## config.mk

```make
export PLATFORM = sky130hd
export DESIGN_NAME = ps2_host_tx
export DESIGN_NICKNAME = d
export VERILOG_FILES = /design/src/rtl/ps2_host_tx.sv
export SDC_FILE = /design/constraint.sdc
export NUM_CORES = 1
export LEC_CHECK = 0
export ABC_AREA = 1
export CAP_MARGIN = 30
export CELL_PAD_IN_SITES_DETAIL_PLACEMENT = 0
export CELL_PAD_IN_SITES_GLOBAL_PLACEMENT = 2
export CORE_ASPECT_RATIO = 1.2
export CORE_MARGIN = 5
export CORE_UTILIZATION = 29
export CTS_BUF_LIST = sky130_fd_sc_hd__clkbuf_16
export DETAILED_ROUTE_END_ITERATION = 8
export GPL_ROUTABILITY_DRIVEN = 0
export GPL_TIMING_DRIVEN = 0
export PLACE_DENSITY = 0.82
export SETUP_SLACK_MARGIN = 0.02
export SYNTH_ARGS = -nofsm -noshare
export SYNTH_HDL_FRONTEND = slang
export SYNTH_SLANG_ARGS = --single-unit
```

## constraint.sdc

```tcl
create_clock -name clock -period 1.4 [get_ports clock]
set_clock_uncertainty 0.05 [all_clocks]
set_input_delay 0.14 -clock clock [delete_from_list [all_inputs] [get_ports clock]]
set_output_delay 0.14 -clock clock [all_outputs]
set_load 0.005 [all_outputs]
```

## src/rtl/ps2_host_tx.sv

```systemverilog
// ============================================================================
//  Module      : ps2_host_tx
//  Description : PS/2 host-to-device command transmitter. Inhibits the bus,
//                issues request-to-send, shifts out start/data/parity/stop on
//                device clock falling edges and checks the device ack bit.
//                Drives the open-drain lines through output enables.
//  Options     : define PS2_HOST_TX_TIMEOUT_EN to abort a frame when the
//                device stops clocking for TIMEOUT_US.
//  Revision    : 1.0 - initial release
// ============================================================================
`default_nettype none

module ps2_host_tx #(
  parameter int unsigned CLK_HZ     = 100000000,
  parameter int unsigned INHIBIT_US = 100,
  parameter int unsigned TIMEOUT_US = 15000
) (
  input  logic       clock,
  input  logic       resetn,
  input  logic       tx_valid,
  input  logic [7:0] tx_data,
  output logic       tx_ready,
  input  logic       ps2_clk_in,
  input  logic       ps2_data_in,
  output logic       ps2_clk_oe,
  output logic       ps2_data_oe,
  output logic       busy,
  output logic       rx_inhibit,
  output logic       done,
  output logic       ack_error
);

  // Cycle counts are computed in 64 bits: INHIBIT_US * CLK_HZ overflows 32.
  localparam logic [63:0] C_INH_64  = (64'(INHIBIT_US) * 64'(CLK_HZ)) / 64'd1000000;
  localparam int unsigned C_INH_CYC = (C_INH_64 == 64'd0) ? 32'd1 : C_INH_64[31:0];
  localparam int          C_INH_W   = $clog2(C_INH_CYC + 1);
  localparam logic [C_INH_W-1:0] C_INH_LAST = C_INH_W'(C_INH_CYC - 1);

  // A zero-length inhibit or timeout is not a usable configuration.
  if (INHIBIT_US == 0 || TIMEOUT_US == 0) begin : g_cfg_check
    $error("ps2_host_tx: INHIBIT_US and TIMEOUT_US must be non-zero");
  end

  typedef enum logic [3:0] {
    S_IDLE      = 4'd0,
    S_INHIBIT   = 4'd1,
    S_RTS       = 4'd2,
    S_RELEASE   = 4'd3,
    S_SEND      = 4'd4,
    S_ACK       = 4'd5,
    S_WAIT_IDLE = 4'd6,
    S_DONE      = 4'd7,
    S_ERR       = 4'd8
  } state_t;

  state_t               state_q;
  logic                 tx_ready_q;
  logic                 clk_oe_q;
  logic                 data_oe_q;
  logic                 busy_q;
  logic                 done_q;
  logic                 err_q;
  logic [C_INH_W-1:0]   inh_cnt_q;
  logic [3:0]           bit_cnt_q;
  logic [7:0]           shift_q;
  logic                 parity_q;

  logic clk_meta_q, clk_sync_q, clk_prev_q;
  logic data_meta_q, data_sync_q;

  logic w_clk_fall;

  // Two-flop synchronizers on the raw pins plus one delayed clock copy for
  // edge detection; everything idles high like the released bus.
  always_ff @(posedge clock) begin
    if (!resetn) begin
      clk_meta_q  <= 1'b1;
      clk_sync_q  <= 1'b1;
      clk_prev_q  <= 1'b1;
      data_meta_q <= 1'b1;
      data_sync_q <= 1'b1;
    end else begin
      clk_meta_q  <= ps2_clk_in;
      clk_sync_q  <= clk_meta_q;
      clk_prev_q  <= clk_sync_q;
      data_meta_q <= ps2_data_in;
      data_sync_q <= data_meta_q;
    end
  end

  assign w_clk_fall = clk_prev_q & ~clk_sync_q;

`ifdef PS2_HOST_TX_TIMEOUT_EN
  localparam logic [63:0] C_TMO_64  = (64'(TIMEOUT_US) * 64'(CLK_HZ)) / 64'd1000000;
  localparam int unsigned C_TMO_CYC = (C_TMO_64 == 64'd0) ? 32'd1 : C_TMO_64[31:0];
  localparam int          C_TMO_W   = $clog2(C_TMO_CYC + 1);
  localparam logic [C_TMO_W-1:0] C_TMO_LAST = C_TMO_W'(C_TMO_CYC - 1);

  logic [C_TMO_W-1:0] tmo_cnt_q;
  logic               w_clk_edge;
  logic               w_timed;

  assign w_clk_edge = clk_prev_q ^ clk_sync_q;
  assign w_timed    = (state_q == S_RELEASE) || (state_q == S_SEND) ||
                      (state_q == S_ACK)     || (state_q == S_WAIT_IDLE);
`endif

  // Frame sequencer; every output is registered and set on entry to the
  // state it belongs to, so outputs line up exactly with the state.
  always_ff @(posedge clock) begin
    if (!resetn) begin
      state_q    <= S_IDLE;
      tx_ready_q <= 1'b1;
      clk_oe_q   <= 1'b0;
      data_oe_q  <= 1'b0;
      busy_q     <= 1'b0;
      done_q     <= 1'b0;
      err_q      <= 1'b0;
      inh_cnt_q  <= '0;
      bit_cnt_q  <= '0;
      shift_q    <= '0;
      parity_q   <= 1'b0;
`ifdef PS2_HOST_TX_TIMEOUT_EN
      tmo_cnt_q  <= '0;
`endif
    end else begin
      done_q <= 1'b0;
      err_q  <= 1'b0;

      case (state_q)
        S_IDLE: begin
          // Clock edges seen here are device traffic or noise: ignored.
          if (tx_valid && tx_ready_q) begin
            shift_q    <= tx_data;
            parity_q   <= ~^tx_data;
            inh_cnt_q  <= '0;
            clk_oe_q   <= 1'b1;
            data_oe_q  <= 1'b0;
            tx_ready_q <= 1'b0;
            busy_q     <= 1'b1;
            state_q    <= S_INHIBIT;
          end
        end

        S_INHIBIT: begin
          if (inh_cnt_q == C_INH_LAST) begin
            data_oe_q <= 1'b1;           // start bit, clock still held
            state_q   <= S_RTS;
          end else begin
            inh_cnt_q <= inh_cnt_q + 1'b1;
          end
        end

        S_RTS: begin
          clk_oe_q  <= 1'b0;             // hand the clock to the device
          bit_cnt_q <= '0;
`ifdef PS2_HOST_TX_TIMEOUT_EN
          tmo_cnt_q <= '0;
`endif
          state_q   <= S_RELEASE;
        end

        S_RELEASE: begin
          state_q <= S_SEND;
        end

        S_SEND: begin
          // Data only changes while the device holds its clock low.
          if (w_clk_fall) begin
            bit_cnt_q <= bit_cnt_q + 1'b1;
            if (bit_cnt_q < 4'd8) begin
              data_oe_q <= ~shift_q[bit_cnt_q[2:0]];
            end else if (bit_cnt_q == 4'd8) begin
              data_oe_q <= ~parity_q;
            end else begin
              data_oe_q <= 1'b0;         // stop bit, line released
              state_q   <= S_ACK;
            end
          end
        end

        S_ACK: begin
          if (w_clk_fall) begin
            if (!data_sync_q) begin
              state_q <= S_WAIT_IDLE;
            end else begin
              clk_oe_q  <= 1'b0;
              data_oe_q <= 1'b0;
              err_q     <= 1'b1;
              state_q   <= S_ERR;
            end
          end
        end

        S_WAIT_IDLE: begin
          if (clk_sync_q && data_sync_q) begin
            done_q  <= 1'b1;
            state_q <= S_DONE;
          end
        end

        S_DONE, S_ERR: begin
          tx_ready_q <= 1'b1;
          busy_q     <= 1'b0;
          state_q    <= S_IDLE;
        end

        default: begin
          clk_oe_q   <= 1'b0;
          data_oe_q  <= 1'b0;
          tx_ready_q <= 1'b1;
          busy_q     <= 1'b0;
          state_q    <= S_IDLE;
        end
      endcase

`ifdef PS2_HOST_TX_TIMEOUT_EN
      // Any device clock edge restarts the watchdog; a silent device for the
      // whole window aborts the frame. Overrides whatever the case chose.
      if (w_timed) begin
        if (w_clk_edge) begin
          tmo_cnt_q <= '0;
        end else if (tmo_cnt_q == C_TMO_LAST) begin
          clk_oe_q  <= 1'b0;
          data_oe_q <= 1'b0;
          done_q    <= 1'b0;
          err_q     <= 1'b1;
          state_q   <= S_ERR;
        end else begin
          tmo_cnt_q <= tmo_cnt_q + 1'b1;
        end
      end
`endif
    end
  end

  assign tx_ready    = tx_ready_q;
  assign ps2_clk_oe  = clk_oe_q;
  assign ps2_data_oe = data_oe_q;
  assign busy        = busy_q;
  assign rx_inhibit  = busy_q;
  assign done        = done_q;
  assign ack_error   = err_q;

endmodule

`default_nettype wire

```

# Word level (Yosys, flattened, before mapping)
# Index checks and enable logic that the tools add are counted.
# Widths: inputs -> output; s select.
dict set report classes {
  reduce_logical 18
  eq_ne 19
  bitwise 7
  add_sub_neg 2
  muxes 30
  n_lt_le_gt_ge 2
}
# op count
set op_table {}
lappend op_table {{$mux 4} 9}
lappend op_table {{$mux 14} 2}
lappend op_table {{$pmux 14 s2} 1}
lappend op_table {{$pmux 4 s7} 1}
lappend op_table {{$ne 2x2->1 const B} 9}
lappend op_table {{$eq 4x3->1 const B} 4}
lappend op_table {{$add 14x1->14 const B} 1}
lappend op_table {{$eq 14x14->1 const B} 1}
lappend op_table {{$reduce_or 6->1} 2}
lappend op_table {{$mux 1} 11}
lappend op_table {{$eq 4x2->1 const B} 2}
lappend op_table {{$eq 4x4->1 const B} 2}
lappend op_table {{$pmux 4 s2} 1}
lappend op_table {{$reduce_and 2->1} 4}
lappend op_table {{$reduce_xnor 8->1} 1}
lappend op_table {{$reduce_and 7->1} 1}
lappend op_table {{$not 1->1} 6}
lappend op_table {{$reduce_and 3->1} 2}
lappend op_table {{$reduce_and 6->1} 1}
lappend op_table {{$pmux 1 s5} 1}
lappend op_table {{$reduce_or 5->1} 1}
lappend op_table {{$add 4x1->4 const B} 1}
lappend op_table {{$eq 4x1->1 const B} 1}
lappend op_table {{$logic_not 4->1} 1}
lappend op_table {{9 further kinds} 12}
dict set report word_totals {
  output_inout_bits 7
  wordCells 94
  ff_bits 42
  inputBits 13
}

# Depth between registers and ports, before layout
# Gate-level depths: netlist (run 1).
dict set report logic_depth {
  word_depth 6
  depth_mapped 11
  depth_no_buf 11
}

# Least setup slack after synthesis (run 1)
# Ideal clock, no wire load.
dict set report synth_path {
  kind {register to register}
  startpoint {reg inh_cnt_q[0]}
  endpoint {reg state_q[0]}
  synth_period_minus_slack_ps 1499
  slack_ps -99
  setup_ps 114
  t_required_ps 1236
  stages_incl_launch_ff 9
  arrival_ps 1335
  n_path_buf 0
  cell_sequence {dfxtp_1 -> ha_1 -> nand3_1 -> nor2_1 -> nand2_2 -> nand2_8 -> nand3_1 -> a21oi_1 -> nor2_1}
}
dict set report synth_between {
  elab_chain_len 3
}
# element line_no
set synth_lines {}
lappend synth_lines {{from (decl)} 63} ;# logic [C_INH_W-1:0] inh_cnt_q;
lappend synth_lines {{from (signal assigned)} 150} ;# inh_cnt_q <= inh_cnt_q + 1'b1;
lappend synth_lines {{$eq 14x14->1} 146} ;# if (inh_cnt_q == C_INH_LAST) begin
lappend synth_lines {{$ne 2x2->1 (no source line)} n/a}
lappend synth_lines {{$reduce_and 7->1 (no source line)} n/a}
lappend synth_lines {{to (signal assigned)} 141} ;# state_q <= S_INHIBIT;
lappend synth_lines {{to (signal assigned)} 148} ;# state_q <= S_RTS;
lappend synth_lines {{to (signal assigned)} 160} ;# state_q <= S_RELEASE;
lappend synth_lines {{to (decl)} 56} ;# state_t state_q;
# No other way between the ends.
# A chain may end at the register's enable or synchronous reset.

# Worst setup path in the final report (run 1)
dict set report layout_path {
  startpoint {reg inh_cnt_q[1]}
  endpoint {reg state_q[0]}
}
# Same word-level chain as after synthesis.

==> results of run 1 <==
-- sequential cells by signal (all words and copies together) (netlist names) --
signal,flops
shift_q,8
done,1
inh_cnt_q,14
clk_sync_q,1
busy,1
ps2_clk_oe,1
parity_q,1
state_q,4
clk_meta_q,1
data_sync_q,1
tx_ready,1
clk_prev_q,1
bit_cnt_q,4
data_meta_q,1
ack_error,1
ps2_data_oe,1
-- cell type report --
class                      count  area, sq um  area share [%]
tap                           95          119            3.56
clock inverter                 3         68.8            2.06
inverter                      38          170            5.10
sequential                    42          881            26.4
buffer                         8         68.8            2.06
clock buffer                   5          125            3.75
multi-input combinational    255         1480            44.4
timing repair buffer          47          423            12.7
-- metal layers --
layer  track usage, %  part of all wire, %  vias to the layer above
li1                 -                    -                     1229
met1             15.7                   44                     1130
met2             25.4                   52                       22
met3             2.83                  2.0                        8
met4             5.52                  1.9                        0
met5                0                    0                        -
-- path summary, 6_finish.rpt --
check | to
min | clk_sync_q
max reg2reg | state_q[0]
min reg2reg | clk_sync_q
max | state_q[0]
-- cells by family (layout without fill, tap and decap cells) --
logic type / Yosys count / in the layout / share of synthesized area [%]
XOR/XNOR: 10 / 10 / 3.72
flip-flops: 42 / 42 / 35.7
AO/OA/AOI/OAI: 48 / 48 / 10.2
adder cells (fa/ha/maj): 3 / 3 / 1.59
AND/OR/NAND/NOR: 192 / 194 / 39.6
buffers and inverters: 47 / 101 / 9.19
-- stage by stage --
step	setup TNS, ns	util, %
2_1_floorplan	0	-
3_3_place_gp	-6.05	33.4
3_5_place_dp	-6.47	33.4
4_1_cts	-0.340	40.2
5_1_grt	-2.08	41.6
6_report	-0.291	41.6
-- cell usage in the layout, fill, tap and decap left out, types with 3 or more instances in the layout --
master | netlist | final
sky130_fd_sc_hd__a21oi_1 | 32 | 25
sky130_fd_sc_hd__a21oi_2 | 0 | 7
sky130_fd_sc_hd__buf_4 | 3 | 26
sky130_fd_sc_hd__buf_6 | 0 | 4
sky130_fd_sc_hd__clkbuf_16 | 0 | 5
sky130_fd_sc_hd__clkdlybuf4s50_1 | 0 | 18
sky130_fd_sc_hd__dfxtp_1 | 42 | 24
sky130_fd_sc_hd__dfxtp_2 | 0 | 11
sky130_fd_sc_hd__dfxtp_4 | 0 | 7
sky130_fd_sc_hd__inv_1 | 35 | 26
sky130_fd_sc_hd__inv_2 | 0 | 6
sky130_fd_sc_hd__inv_4 | 1 | 3
sky130_fd_sc_hd__nand2_1 | 76 | 72
sky130_fd_sc_hd__nand2_2 | 3 | 3
sky130_fd_sc_hd__nand2_4 | 1 | 7
sky130_fd_sc_hd__nand3_1 | 43 | 36
sky130_fd_sc_hd__nand3_2 | 0 | 4
sky130_fd_sc_hd__nand3_4 | 0 | 3
sky130_fd_sc_hd__nand4_1 | 8 | 8
sky130_fd_sc_hd__nor2_1 | 37 | 31
sky130_fd_sc_hd__nor2_2 | 0 | 4
sky130_fd_sc_hd__nor2_4 | 3 | 5
sky130_fd_sc_hd__nor3_1 | 9 | 8
sky130_fd_sc_hd__o21ai_0 | 16 | 12
sky130_fd_sc_hd__o21ai_1 | 0 | 4
sky130_fd_sc_hd__or2_2 | 5 | 5
sky130_fd_sc_hd__xnor2_1 | 5 | 5
sky130_fd_sc_hd__xor2_1 | 5 | 5
-- repair_timing --
action,in CTS,in global routing
pin swaps,12,10
buffers inserted,22,6
hold buffers,0,0
gates resized for setup,54,31
setup endpoints to repair,37,35
cloned,2,0
-- power by group --
group	total (W)	internal (W)	switching, W
sequential	0.00163	0.00144	0.000187
clock	0.00155	0.00103	0.000521
combinational	0.00257	0.00113	0.00144
-- synth_stat cells (2+ instances only) --
master and count:
sky130_fd_sc_hd__inv_1 35, sky130_fd_sc_hd__clkbuf_1 2, sky130_fd_sc_hd__dfxtp_1 42, sky130_fd_sc_hd__xnor2_1 5, sky130_fd_sc_hd__nand3b_1 2, sky130_fd_sc_hd__nor3_1 9
sky130_fd_sc_hd__or2_2 5, sky130_fd_sc_hd__nand3_1 43, sky130_fd_sc_hd__nand2_1 76, sky130_fd_sc_hd__nor2_4 3, sky130_fd_sc_hd__nand4_1 8, sky130_fd_sc_hd__nand2_8 2
sky130_fd_sc_hd__nor2_1 37, sky130_fd_sc_hd__buf_2 2, sky130_fd_sc_hd__nand2_2 3, sky130_fd_sc_hd__buf_4 3, sky130_fd_sc_hd__xor2_1 5, sky130_fd_sc_hd__a21oi_1 32
sky130_fd_sc_hd__o21ai_0 16, sky130_fd_sc_hd__ha_1 3
-- worst max-delay path: stages, from the launching register on --
cell and delay (ns):
sky130_fd_sc_hd__dfxtp_4 0.37, sky130_fd_sc_hd__ha_4 0.15, sky130_fd_sc_hd__nand3_4 0.09, sky130_fd_sc_hd__nor2_4 0.11, sky130_fd_sc_hd__nand2_4 0.08, sky130_fd_sc_hd__nand2_8 0.10
sky130_fd_sc_hd__buf_4 0.12, sky130_fd_sc_hd__nand3_4 0.07, sky130_fd_sc_hd__nand2_1 0.08, sky130_fd_sc_hd__nand2_1 0.06, sky130_fd_sc_hd__nor2_1 0.09
==> PnR_summary.wiki, run 1 <==
{| class="wikitable"
! Metric !! Value
|-
| Worst hold path cell count || 1
|-
| Predominant post-synthesis flop cell || sky130_fd_sc_hd__dfxtp_1
|-
| Fraction of final layout cells with drive strength greater than 1 || 29.1%
|-
| Core box area || 0.00802 sq mm
|-
| Startpoint of the worst hold path || clk_meta_q
|-
| Number of buffers inserted by port buffering || 19
|-
| Antenna violations before repair || 0
|-
| Minimum clock period after layout || 1.46 ns
|-
| Global-route wire length before repair || 11.0 mm
|-
| Largest fanout on the critical path || 5
|-
| Post-Synthesis Mean Instance Area || 6.89 sq um
|-
| Synthesized flop and latch total || 42
|-
| Overall power consumption || 0.00574 W
|-
| CTS tree || built
|-
| Net count, final || 413
|-
| Filler Cells Inserted || 858
|-
| Number of top-level pins || 20
|-
| Number of maximum-capacitance violations || 0
|-
| RSZ-0062 raised after global routing || yes
|-
| Slew at the pin with the worst max-slew slack || 0.604 ns
|-
| Post-detail-place hpwl || 4.50 mm
|-
| Row Count || 36
|-
| Cell taking the most area after synthesis || sky130_fd_sc_hd__dfxtp_1
|-
| Hold slack || 0.360 ns
|-
| Clock sink count || 42
|-
| Total count of hold-check failures in the final report || 0
|-
| Post-synth top area share || 35.7%
|-
| Iteration count of the initial detailed-routing pass || 4
|-
| Clock insertion delay at the later pin of the skew report || 0.29 ns
|-
| Power density over the cells || 1720 mW/mm^2
|-
| Average via count per standard cell || 4.85
|-
| Initial cell density of the core || 29.4%
|-
| Ranking of synthesized cells by area || sky130_fd_sc_hd__dfxtp_1, sky130_fd_sc_hd__nand2_1, sky130_fd_sc_hd__nand3_1, sky130_fd_sc_hd__a21oi_1, sky130_fd_sc_hd__nor2_1
|-
| Post-route ant nets || 0
|-
| Failing checks || negative setup slack
|-
| Portion of the post-synthesis area used by sequential elements || 35.7%
|-
| Maximum clock rate || 0.687 GHz
|-
| Die Span Y || 109 um
|-
| Total nets after synthesis || 358
|-
| Die outline width || 92.3 um
|-
| Kind of end point of the critical path || flop
|-
| Fraction of the cycle the final worst path needs || 104%
|-
| Synth Cell Area || 0.00236 sq mm
|-
| Result of the run || finished with violations
|-
| Synth Warn # || 0
|-
| Global route overflow || 0
|-
| Die Area || 0.0100 sq mm
|-
| Ant. Diodes || 0
|-
| Routed len/inst || 13.3 um
|-
| Via Count || 2,389
|-
| Final routed wirelength across all metal layers || 6.57 mm
|-
| Length in cells of the worst reg-to-reg path || 10
|-
| Fin area || 0.00334 sq mm
|-
| Remaining routing DRC violations || 0
|-
| Fin worst setup slack || -0.0553 ns
|-
| Number of max-slew violations in the final report || 0
|-
| Final cell count without fillers || 493
|-
| Root cell of the clock tree || sky130_fd_sc_hd__clkbuf_16
|-
| FF-to-FF setup slack || -0.06 ns
|-
| Worst setup path start || inh_cnt_q[1]
|-
| Number of buffers inserted during clock tree synthesis || 5
|-
| Gate count after technology mapping || 342
|-
| Worst reg2reg startpoint || inh_cnt_q[1]
|-
| Number of enable flip-flop cells after synthesis || 0
|-
| Area growth, synth to finish || 41.7%
|-
| Distinct cell type count after synthesis || 29
|-
| Vias in the first global route || 2,343
|-
| DP Area || 0.00268 sq mm
|-
| Rel. slew slack || 59.7%
|-
| Maximum number of pins on one net before global-route repair || 15
|-
| Tightest Hold Check Type || flop to flop
|-
| Kind of start point of the critical path || flop
|-
| Final setup violation count || 12
|-
| Static power due to leakage || 1.37 nW
|-
| Placement Setup Slack || -0.254 ns
|-
| Worst-path clk slew || 0.06 ns
|-
| Number of buffers on the longest clock path || 2
|-
| Kind of critical path || flop to flop
|-
| Aggregate global-route resource usage || 13.9%
|-
| Drt first-iter violations || 72
|-
| Placed cells || 456
|-
| CP arrival || 1.63 ns
|-
| Async set or reset register ratio after synthesis || 0%
|-
| WP data required || 1.57 ns
|-
| Peak supply drop || 755 uV
|-
| Htree depth || 2
|}
Power figures use the tool's default switching activity.
==> run 2, diff against run 1 <==
Settings changed: RECOVER_POWER set to 25.
==> run 2 against run 1 <==
- the run still ends with negative setup slack left
- clock power hardly changed
- sequential share of layout area is essentially flat
- sequential power is essentially flat
- die area unchanged
- sequential cell count unchanged
- maximum frequency shrank 0.99%
- non-clock buffer count stayed put
- cell count did not move
- cell area is essentially flat
- critical endpoint unchanged
- largest power group unchanged
==> PnR_summary.wiki, run 2 (synthesis results as in run 1) <==
{| class="wikitable"
! Metric !! Value
|-
| Kind of start point of the critical path || flop (unchanged)
|-
| Result of the run || finished with violations (unchanged)
|-
| CTS tree || built (unchanged)
|-
| Commonest cells after routing, fill and taps aside || sky130_fd_sc_hd__nand2_1, sky130_fd_sc_hd__nand3_1, sky130_fd_sc_hd__nor2_1, sky130_fd_sc_hd__inv_1, sky130_fd_sc_hd__buf_4 (unchanged)
|-
| Drt first-iter violations || 72 (unchanged)
|-
| DP Area || 0.00268 sq mm (unchanged)
|-
| Fin area || 0.00334 sq mm (about the same)
|-
| Ant. Diodes || 0 (unchanged)
|-
| Global route overflow || 0 (unchanged)
|-
| CP arrival || 1.64 ns (was 1.63 ns)
|-
| Worst-path clk slew || 0.06 ns (about the same)
|-
| RSZ-0062 raised after global routing || yes (unchanged)
|-
| Total count of hold-check failures in the final report || 0 (unchanged)
|-
| Global-route met2 utilization || 25.4% (unchanged)
|-
| Most common library cell in the layout ignoring fill and taps || sky130_fd_sc_hd__nand2_1 (unchanged)
|-
| Final setup violation count || 12 (unchanged)
|-
| Max stage delay cell, worst path || sky130_fd_sc_hd__dfxtp_4 (unchanged)
|-
| Failing checks || negative setup slack (unchanged)
|-
| Register cell area after layout || 881 sq um (unchanged)
|-
| Static power due to leakage || 1.36 nW (was 1.37 nW)
|-
| Initial cell density of the core || 29.4% (unchanged)
|-
| Final routed wirelength across all metal layers || 6.57 mm (about the same)
|-
| Area growth, synth to finish || 41.6% (was 41.7%)
|-
| Number of maximum-capacitance violations || 0 (unchanged)
|-
| Fraction of the cycle the final worst path needs || 105% (was 104%)
|-
| Maximum clock rate || 0.680 GHz (was 0.687 GHz)
|-
| Area used by multi-input combinational logic || 0.00148 sq mm (unchanged)
|-
| Rel. slew slack || 59.7% (about the same)
|-
| Row Count || 36 (unchanged)
|-
| Largest reg by FF count || inh_cnt_q (unchanged)
|-
| Clock insertion delay at the later pin of the skew report || 0.29 ns (about the same)
|-
| Routed len/inst || 13.3 um (about the same)
|-
| Antenna violations before repair || 0 (unchanged)
|-
| Maximum number of pins on one net before global-route repair || 15 (unchanged)
|-
| Largest registers || inh_cnt_q: 14 flops, shift_q: 8 flops (unchanged)
|-
| Global-route wire length before repair || 11.0 mm (unchanged)
|-
| Root cell of the clock tree || sky130_fd_sc_hd__clkbuf_16 (unchanged)
|-
| Minimum clock period after layout || 1.47 ns (was 1.46 ns)
|-
| GR Layer Usage met1 || 15.7% (unchanged)
|-
| Final cell count without fillers || 493 (unchanged)
|-
| Average via count per standard cell || 4.84 (was 4.85)
|-
| Kind of critical path || flop to flop (unchanged)
|-
| Net count, final || 413 (unchanged)
|-
| Post-route ant nets || 0 (unchanged)
|-
| Number of buffers on the longest clock path || 2 (unchanged)
|-
| Clock sink count || 42 (unchanged)
|-
| Number of buffers inserted during clock tree synthesis || 5 (unchanged)
|-
| WP data required || 1.57 ns (about the same)
|-
| Die Span Y || 109 um (unchanged)
|-
| Buffers & Inverters on Critical Path || 1 (unchanged)
|-
| Overall power consumption || 0.00574 W (about the same)
|-
| Fraction of final layout cells with drive strength greater than 1 || 28.9% (was 29.1%)
|-
| Grt peak-use layer || met2 (unchanged)
|-
| Number of top-level pins || 20 (unchanged)
|-
| Peak supply drop || 755 uV (about the same)
|-
| Htree depth || 2 (unchanged)
|-
| Via Count || 2,388 (was 2,389)
|-
| Die outline width || 92.3 um (unchanged)
|-
| Tightest Hold Check Type || flop to flop (unchanged)
|-
| Number of max-slew violations in the final report || 0 (unchanged)
|-
| Number of buffers inserted by port buffering || 19 (unchanged)
|-
| Largest fanout on the critical path || 5 (unchanged)
|-
| Core box area || 0.00802 sq mm (unchanged)
|-
| Max reg flops || 14 (unchanged)
|-
| GR Util met3 || 2.83% (unchanged)
|-
| Filler Cells Inserted || 857 (was 858)
|-
| Post-detail-place hpwl || 4.50 mm (unchanged)
|-
| Share of the core filled with cells in the final layout || 41.6% (about the same)
|-
| Remaining routing DRC violations || 0 (unchanged)
|-
| Hold slack || 0.360 ns (unchanged)
|-
| Aggregate global-route resource usage || 13.9% (unchanged)
|-
| CP peak stage delay || 0.37 ns (about the same)
|-
| Die Area || 0.0100 sq mm (unchanged)
|-
| Kind of end point of the critical path || flop (unchanged)
|-
| Slew at the pin with the worst max-slew slack || 0.604 ns (about the same)
|-
| Iteration count of the initial detailed-routing pass || 4 (unchanged)
|-
| Vias in the first global route || 2,343 (unchanged)
|-
| Cell family contributing the most delay on the critical path || simple AND/OR/NAND/NOR gates (unchanged)
|-
| Fin worst setup slack || -0.0698 ns (was -0.0553 ns)
|-
| Power density over the cells || 1720 mW/mm^2 (about the same)
|-
| Ordered cell list for the critical path || ha_4, nand3_4, nor2_4, nand2_4, nand2_8, buf_4, nand3_4, nand2_1, nand2_1, nor2_1 (unchanged)
|-
| Placed cells || 456 (unchanged)
|}
[run 2: cell types whose count changed in the layout (fill, tap and decap cells not counted), sizes merged]
cell    previous run  this run
buf               34        33
clkbuf             7         8
[run 2: per-stage QoR]
| stage | setup slack [ns] | TNS, ns |
|---|---|---|
| 5_1_grt | -0.137 | -2.16 |
| 3_5_place_dp | -0.254 | -6.47 |
| 6_report | -0.0698 | -0.325 |
| 4_1_cts | -0.0475 | -0.340 |
| 3_3_place_gp | -0.233 | -6.05 |
| 2_1_floorplan | 0.0204 | 0 |
[run 2: metal layers]
layer / vias up / part of all wire, % / wire length (um)
li1: 1229 / - / -
met1: 1129 / 44 / 2900
met2: 22 / 52 / 3420
met3: 8 / 2.0 / 134
met4: 0 / 1.9 / 122
met5: - / 0 / 0
[run 2: path summary, 6_finish.rpt]
path	startpoint	slack [ns]	to	cells after the start
hold reg to reg	clk_meta_q	0.36	clk_sync_q	1
setup reg to reg	inh_cnt_q[1]	-0.07	state_q[0]	10
setup / recovery	inh_cnt_q[1]	-0.07	state_q[0]	10
hold / removal	clk_meta_q	0.36	clk_sync_q	1
[run 2: repair_timing]
item	CTS	global route
hold buffers	0	0
setup endpoints to repair	37	35
cloned	2	0
pin swaps	12	10
setup buffers	22	6
resized for setup	54	31
[run 2: worst reg2reg max path: cells and delay by family (launching register included)]
kind | cells | cell delay (ns)
buffers and inverters | 1 | 0.13
adders and majority gates | 1 | 0.15
DFF | 1 | 0.37
and+or+nand+nor | 8 | 0.70
[run 2: report_power, final]
part,internal [W],switching (W)
Combinational,0.00113,0.00144
Sequential,0.00144,0.000187
Clock,0.00103,0.000521
Total,0.00359,0.00215
[run 2: cell type report]
class	instances	area share (%)
Inverter	38	5.10
Clock buffer	5	3.75
Clock inverter	3	2.06
Sequential cell	42	26.4
Multi-Input combinational cell	255	44.4
Buffer	8	2.02
Tap cell	95	3.56
Timing Repair Buffer	47	12.7
